`config.mk`:
```
export PLATFORM = sky130hd
export DESIGN_NAME = sample_readout_flat
export DESIGN_NICKNAME = d
export VERILOG_FILES = /design/src/rtl/sample_readout_if.sv /design/src/rtl/sample_readout.sv /design/src/flat_wrapper.sv
export SDC_FILE = /design/constraint.sdc
export NUM_CORES = 1
export LEC_CHECK = 0
export BUFFER_PORTS_ARGS = -buffer_cell sky130_fd_sc_hd__buf_4
export CAP_MARGIN = 20
export CORE_MARGIN = 1.5
export CORE_UTILIZATION = 41
export DETAILED_ROUTE_END_ITERATION = 8
export GPL_TIMING_DRIVEN = 0
export PLACE_DENSITY_LB_ADDON = 0.15
export SLEW_MARGIN = 15
export SYNTH_ARGS = -nofsm -noshare
export SYNTH_HDL_FRONTEND = slang
export SYNTH_SLANG_ARGS = --single-unit
```
`constraint.sdc`:
```
create_clock -name clk -period 2.5 [get_ports clk]
set_clock_uncertainty 0.2 [all_clocks]
set_input_delay 0.5 -clock clk [delete_from_list [all_inputs] [get_ports clk]]
set_output_delay 0.5 -clock clk [all_outputs]
set_load 0.05 [all_outputs]
```
`src/rtl/sample_readout_if.sv`:
```
// Byte stream from the sample readout engine to the host-link transmitter:
// tx_data is held stable while tx_valid is high until tx_ready accepts it.
interface sample_readout_if;
  logic [7:0] tx_data;
  logic       tx_valid;
  logic       tx_ready;

  modport master (output tx_data, output tx_valid, input tx_ready);
  modport slave  (input tx_data, input tx_valid, output tx_ready);
endinterface

```
`src/rtl/sample_readout.sv`:
```
// Sample RAM readout engine: walks the circular channel RAMs from the pre-trigger
// address and streams bytes over a valid/ready link. Define SAMPLE_READOUT_HEADER_EN
// to prefix each channel with the two-byte header (A5, channel index).
module sample_readout #(
  parameter int ram_width = 10
) (
  input  logic                 clk,
  input  logic                 rstn,
  input  logic                 start,
  input  logic                 data_ready,
  input  logic [3:0]           chan_mask,
  input  logic [ram_width-1:0] wraddress_triggerpoint,
  input  logic [ram_width-1:0] triggerpoint,
  input  logic [ram_width-1:0] nsmp,
  output logic                 rden,
  output logic [ram_width-1:0] rdaddress,
  input  logic [7:0]           q1,
  input  logic [7:0]           q2,
  input  logic [7:0]           q3,
  input  logic [7:0]           q4,
  sample_readout_if.master     tx,
  output logic                 busy,
  output logic                 done,
  output logic                 aborted,
  output logic                 err_notready
);

`ifdef SAMPLE_READOUT_HEADER_EN
  localparam bit HDR_EN = 1'b1;
`else
  localparam bit HDR_EN = 1'b0;
`endif

  localparam logic [7:0] HDR_SYNC = 8'hA5;
  localparam logic [ram_width-1:0] ADDR_ONE = ram_width'(1);

  typedef enum logic [2:0] {
    IDLE,
    HDR0,
    HDR1,
    RDADDR,
    RDWAIT,
    SEND,
    NEXTCH
  } state_t;

  state_t               state_r, state_d;
  logic                 rden_r, rden_d;
  logic [ram_width-1:0] rdaddress_r, rdaddress_d;
  logic [7:0]           tx_data_r, tx_data_d;
  logic                 tx_valid_r, tx_valid_d;
  logic                 busy_r, busy_d;
  logic                 done_r, done_d;
  logic                 aborted_r, aborted_d;
  logic                 err_r, err_d;
  logic [3:0]           mask_r, mask_d;
  logic [1:0]           ch_r, ch_d;
  logic [ram_width-1:0] base_r, base_d;
  logic [ram_width-1:0] nsmp_r, nsmp_d;
  logic [ram_width-1:0] cnt_r, cnt_d;
  logic                 accept;
  logic                 boundary;
  logic [7:0]           q_sel;

  function automatic logic [1:0] first_chan(input logic [3:0] m);
    logic [1:0] idx;
    idx = 2'd0;
    for (int i = 3; i >= 0; i--) begin
      if (m[i]) idx = 2'(i);
    end
    return idx;
  endfunction

  always_comb begin
    case (ch_r)
      2'd0:    q_sel = q1;
      2'd1:    q_sel = q2;
      2'd2:    q_sel = q3;
      default: q_sel = q4;
    endcase
  end

  assign accept = tx_valid_r & tx.tx_ready;

  always_comb begin
    state_d     = state_r;
    rden_d      = 1'b0;
    rdaddress_d = rdaddress_r;
    tx_data_d   = tx_data_r;
    tx_valid_d  = tx_valid_r;
    busy_d      = busy_r;
    done_d      = 1'b0;
    aborted_d   = 1'b0;
    err_d       = 1'b0;
    mask_d      = mask_r;
    ch_d        = ch_r;
    base_d      = base_r;
    nsmp_d      = nsmp_r;
    cnt_d       = cnt_r;
    boundary    = 1'b0;

    case (state_r)
      IDLE: begin
        if (start) begin
          if (data_ready) begin
            mask_d  = chan_mask;
            nsmp_d  = nsmp;
            base_d  = wraddress_triggerpoint - triggerpoint;
            busy_d  = 1'b1;
            ch_d    = first_chan(chan_mask);
            state_d = NEXTCH;
          end else begin
            err_d = 1'b1;
          end
        end
      end

      NEXTCH: begin
        if (mask_r == 4'b0000) begin
          done_d  = 1'b1;
          busy_d  = 1'b0;
          state_d = IDLE;
        end else begin
          ch_d        = first_chan(mask_r);
          rdaddress_d = base_r;
          cnt_d       = '0;
          boundary    = 1'b1;
          if (HDR_EN) begin
            tx_data_d  = HDR_SYNC;
            tx_valid_d = 1'b1;
            state_d    = HDR0;
          end else if (nsmp_r == '0) begin
            // Empty channel without header: retire it and look at the next one.
            mask_d[first_chan(mask_r)] = 1'b0;
            state_d                    = NEXTCH;
          end else begin
            rden_d  = 1'b1;
            state_d = RDADDR;
          end
        end
      end

      HDR0: begin
        if (accept) begin
          tx_data_d = {6'b0, ch_r};
          state_d   = HDR1;
        end
      end

      HDR1: begin
        if (accept) begin
          tx_valid_d = 1'b0;
          boundary   = 1'b1;
          if (nsmp_r == '0) begin
            mask_d[ch_r] = 1'b0;
            state_d      = NEXTCH;
          end else begin
            rden_d  = 1'b1;
            state_d = RDADDR;
          end
        end
      end

      RDADDR: begin
        state_d = RDWAIT;
      end

      RDWAIT: begin
        tx_data_d  = q_sel;
        tx_valid_d = 1'b1;
        state_d    = SEND;
      end

      SEND: begin
        if (accept) begin
          tx_valid_d  = 1'b0;
          rdaddress_d = rdaddress_r + ADDR_ONE;
          cnt_d       = cnt_r + ADDR_ONE;
          boundary    = 1'b1;
          if (cnt_r + ADDR_ONE == nsmp_r) begin
            mask_d[ch_r] = 1'b0;
            state_d      = NEXTCH;
          end else begin
            rden_d  = 1'b1;
            state_d = RDADDR;
          end
        end
      end

      default: state_d = IDLE;
    endcase

    // Acquisition lost between bytes: stop without starting another RAM read.
    if (boundary && !data_ready) begin
      state_d    = IDLE;
      busy_d     = 1'b0;
      done_d     = 1'b1;
      aborted_d  = 1'b1;
      rden_d     = 1'b0;
      tx_valid_d = 1'b0;
    end
  end

  always_ff @(posedge clk or negedge rstn) begin
    if (!rstn) begin
      state_r     <= IDLE;
      rden_r      <= 1'b0;
      rdaddress_r <= '0;
      tx_data_r   <= '0;
      tx_valid_r  <= 1'b0;
      busy_r      <= 1'b0;
      done_r      <= 1'b0;
      aborted_r   <= 1'b0;
      err_r       <= 1'b0;
      mask_r      <= '0;
      ch_r        <= '0;
    end else begin
      state_r     <= state_d;
      rden_r      <= rden_d;
      rdaddress_r <= rdaddress_d;
      tx_data_r   <= tx_data_d;
      tx_valid_r  <= tx_valid_d;
      busy_r      <= busy_d;
      done_r      <= done_d;
      aborted_r   <= aborted_d;
      err_r       <= err_d;
      mask_r      <= mask_d;
      ch_r        <= ch_d;
    end
  end

  // Latched readout parameters and sample count; always written before use.
  always_ff @(posedge clk) begin
    base_r <= base_d;
    nsmp_r <= nsmp_d;
    cnt_r  <= cnt_d;
  end

  assign rden         = rden_r;
  assign rdaddress    = rdaddress_r;
  assign tx.tx_data   = tx_data_r;
  assign tx.tx_valid  = tx_valid_r;
  assign busy         = busy_r;
  assign done         = done_r;
  assign aborted      = aborted_r;
  assign err_notready = err_r;

endmodule

```
`src/flat_wrapper.sv`:
```
// flat-port wrapper written by rule: the top's interface ports become plain ports
module sample_readout_flat 
#(
  parameter int ram_width = 10
)
  (clk, rstn, start, data_ready, chan_mask, wraddress_triggerpoint, triggerpoint, nsmp, rden, rdaddress, q1, q2, q3, q4, busy, done, aborted, err_notready, tx_tx_data, tx_tx_valid, tx_tx_ready);
  sample_readout_if tx_i ();
  input  logic clk;
  input  logic rstn;
  input  logic start;
  input  logic data_ready;
  input  logic [3:0] chan_mask;
  input  logic [ram_width-1:0] wraddress_triggerpoint;
  input  logic [ram_width-1:0] triggerpoint;
  input  logic [ram_width-1:0] nsmp;
  output logic rden;
  output logic [ram_width-1:0] rdaddress;
  input  logic [7:0] q1;
  input  logic [7:0] q2;
  input  logic [7:0] q3;
  input  logic [7:0] q4;
  output logic busy;
  output logic done;
  output logic aborted;
  output logic err_notready;
  output wire logic [$bits(tx_i.tx_data)-1:0] tx_tx_data;
  output wire logic [$bits(tx_i.tx_valid)-1:0] tx_tx_valid;
  input wire logic [$bits(tx_i.tx_ready)-1:0] tx_tx_ready;
  assign tx_tx_data = tx_i.tx_data;
  assign tx_tx_valid = tx_i.tx_valid;
  assign tx_i.tx_ready = tx_tx_ready;
  sample_readout #(.ram_width(ram_width)) u_core (.clk(clk), .rstn(rstn), .start(start), .data_ready(data_ready), .chan_mask(chan_mask), .wraddress_triggerpoint(wraddress_triggerpoint), .triggerpoint(triggerpoint), .nsmp(nsmp), .rden(rden), .rdaddress(rdaddress), .q1(q1), .q2(q2), .q3(q3), .q4(q4), .tx(tx_i), .busy(busy), .done(done), .aborted(aborted), .err_notready(err_notready));
endmodule
```
==> impl_metrics.toml <==
[floorplan]
die_area_um2 = 10000
ioPinCount = 95
dieHeight_um = 100
core_area_um2 = 9200
initial_core_util = 0.421
rows = 35
die_w_um = 100

[pwr]
switching_share = 0.466
power_density_nw_per_um2 = 1060
power.internal_uw = 2830
p_comb_frac = 0.535
leakagePower_uw = 0.00213
p_clk_frac = 0.148
vdd_drop_max_mv = 0.369
seq_power_share = 0.317
p_switching_uw = 2470

[timing]
worst_slew_pin_slew_ns = 0.757
finalHoldViolCount = 0
drv_slew = 0
max_slew_margin = 0.491
setup_viol_count_final = 0
fin_crit_sh = 0.967
final.min_clock_period_ns = 2.42
rsz0062_at_grt = "true"
max_freq_mhz = 414
tns_ns = 0
worst_slack_ns = 0.0822

[worst_setup_path]
cp-end-kind = "register"
critPathLaunch = "u_core.cnt_r[0]"
worstPathArrival_ns = 2.43
crit_type = "register to register"
worstPathMaxFanout = 4
reg2reg_from = "u_core.cnt_r[0]"
crit_required_ns = 2.51
worstSetupStartpointType = "register"

[global_route]
grt.busiest_layer = "met2"
grt_util_met3 = 0.0404
grt_pass1_vias = 3348
use_met2 = 0.316
antenna_found_initial = 0
grtUsageMet1 = 0.243
grt_pass1_wl_um = 15300
grt_max_degree = 34
grt_overflow = 0
track_usage = 0.194

[clocking]
htree_levels = 3
clock_path_buffers = 2
clkSinkCount = 63
clk_pin_slew_worst_paths_ns = 0.07
cts_tree = "done"
clock-root-buffer = "clkbuf_8"
clkLatencyLatePin_ns = 0.36
cts_buffers = 9

[place]
place_ws_ns = -0.0951
dpl.hpwl_um = 6750
gp_congestion = 0.922
io_buffers = 94

[yosys]
synth_warnings = 0
ys_seq_area_frac = 0.446
syn_nets = 483
synth_area_um2 = 3870
synth_async_sr_flop_share = 0.524
avgSynthCellArea_um2 = 9.68
synthCells = 400
synth-edff-count = 30
ys_types = 57
synth-seq-cells = 63
synthFlopType = "dfrtp_1"

[route]
drt_pass1_iterations = 5
routed_via_density = 5.43
drt_iter0_markers = 144
antenna_left = 0
routedWlPerCell_um = 14.8
wl_um = 9320
routed-via-count = 3412
drc_errors = 0

[finish]
area_growth_syn_to_layout_pct = 29.0
mostFrequentLayoutCells = "buf_4, nor2_1, nand2_1"
drive_above_1_share = 0.282
fin_util = 0.543
diodes = 0
final_common_cell = "buf_4"
nNetsFinal = 595

[run_status]
outcome = "complete, no violations"

[worst_hold_path]
min_path_type = "input pin to register"
hp-start = "nsmp[3]"

[job]
maxCapViolations = 0
-- routing by layer --
metal	routed length, um	up-vias
met2	4440	122
met5	0	-
li1	-	1694
met1	4190	1584
met3	533	12
met4	164	0
-- stage by stage --
step | area, um^2 | instances | total power [uW] | hold slack, ns
6_report | 4990 | 628 | 5300 | 0.119
5_1_grt | 4990 | 628 | 5660 | 0.101
4_1_cts | 4900 | 622 | 5260 | 0.109
3_5_place_dp | 4720 | 605 | 4460 | 0.266
3_3_place_gp | 4720 | 605 | 4420 | 0.260
2_1_floorplan | 3870 | 400 | 3650 | 0.00441
-- synthesized netlist by cell type (all sizes together) (7+ instances only) --
library cell	number	share of area
a31oi	10	0.016
nor2	42	0.041
edfxtp	30	0.23
o22ai	7	0.011
clkbuf	10	0.010
and3	8	0.016
buf	8	0.0097
mux4	8	0.047
ha	11	0.036
dfrtp	33	0.21
a21oi	33	0.043
nor3	13	0.018
xnor2	14	0.034
o21ai	28	0.036
nor2b	7	0.011
nand2	39	0.038
xor2	9	0.020
inv	18	0.017
nand3	11	0.014
-- power groups by stage --
| stage | registers (uW) | clock network (uW) | logic, uW |
|---|---|---|---|
| global placement | 1680 | 0 | 2740 |
| CTS | 1680 | 797 | 2790 |
| detailed placement | 1690 | 0 | 2770 |
| floorplan | 2230 | 0 | 1420 |
| global route | 1730 | 850 | 3090 |
| finish | 1680 | 782 | 2830 |
-- worst max-delay path, cell delays in order (launching register included) --
cell and delay, ns:
edfxtp_1 0.47, ha_4 0.23, xnor2_4 0.14, xnor2_2 0.15, nor4_2 0.28, nand4_1 0.19
buf_4 0.19, o31ai_4 0.30, a31oi_1 0.13
-- cells by family after synthesis --
| family | synth area share |
|---|---|
| xor gates and xnor gates | 0.0718 |
| muxes | 0.0465 |
| DFF | 0.446 |
| buffers and inverters | 0.0372 |
| and+or+nand+nor | 0.193 |
| AOI/OAI and AO/OA | 0.165 |
| adders and majority gates | 0.0407 |
-- what timing repair did --
| action | CTS | global route |
|---|---|---|
| hold endpoints to repair | 33 | 0 |
| resized for setup | 3 | 6 |
| buffers inserted | 0 | 6 |
| setup endpoints to repair | 18 | 7 |
| pin swaps | 0 | 6 |
| hold buffers | 1 | 0 |
-- sequential cells by signal (all words and copies together), names as in the netlist --
name / flops
u_core.base_r: 10
u_core.cnt_r: 10
u_core.nsmp_r: 10
u_core.rdaddress: 10
u_core.tx.tx_data: 8
u_core.mask_r: 4
u_core.state_r: 3
u_core.ch_r: 2
u_core.aborted: 1
u_core.busy: 1
u_core.done: 1
u_core.err_notready: 1
u_core.rden: 1
u_core.tx.tx_valid: 1
-- path summary, 6_finish.rpt --
kind,to,slack (ns),cells past startpoint
worst min register to register,u_core.rdaddress[0],0.28,2
worst min-delay path,u_core.nsmp_r[3],0.12,1
worst max register to register,u_core.mask_r[2],0.08,8
min in group asynchronous,u_core.tx.tx_data[1],0.43,2
worst max-delay path,u_core.mask_r[2],0.08,8
max in group asynchronous,u_core.rdaddress[7],1.35,2
-- final cells by class --
cell class                      count  area (um^2)
Fill cell                         840         4200
Multi-Input combinational cell    301         2060
Sequential cell                    63         1730
Timing Repair Buffer              101          761
Tap cell                          111          139
Clock buffer                       10          128
Buffer                             18         78.8
Inverter                           18         67.6
Clock inverter                      6         36.3
Note: power is estimated with default switching activity, not from simulation.
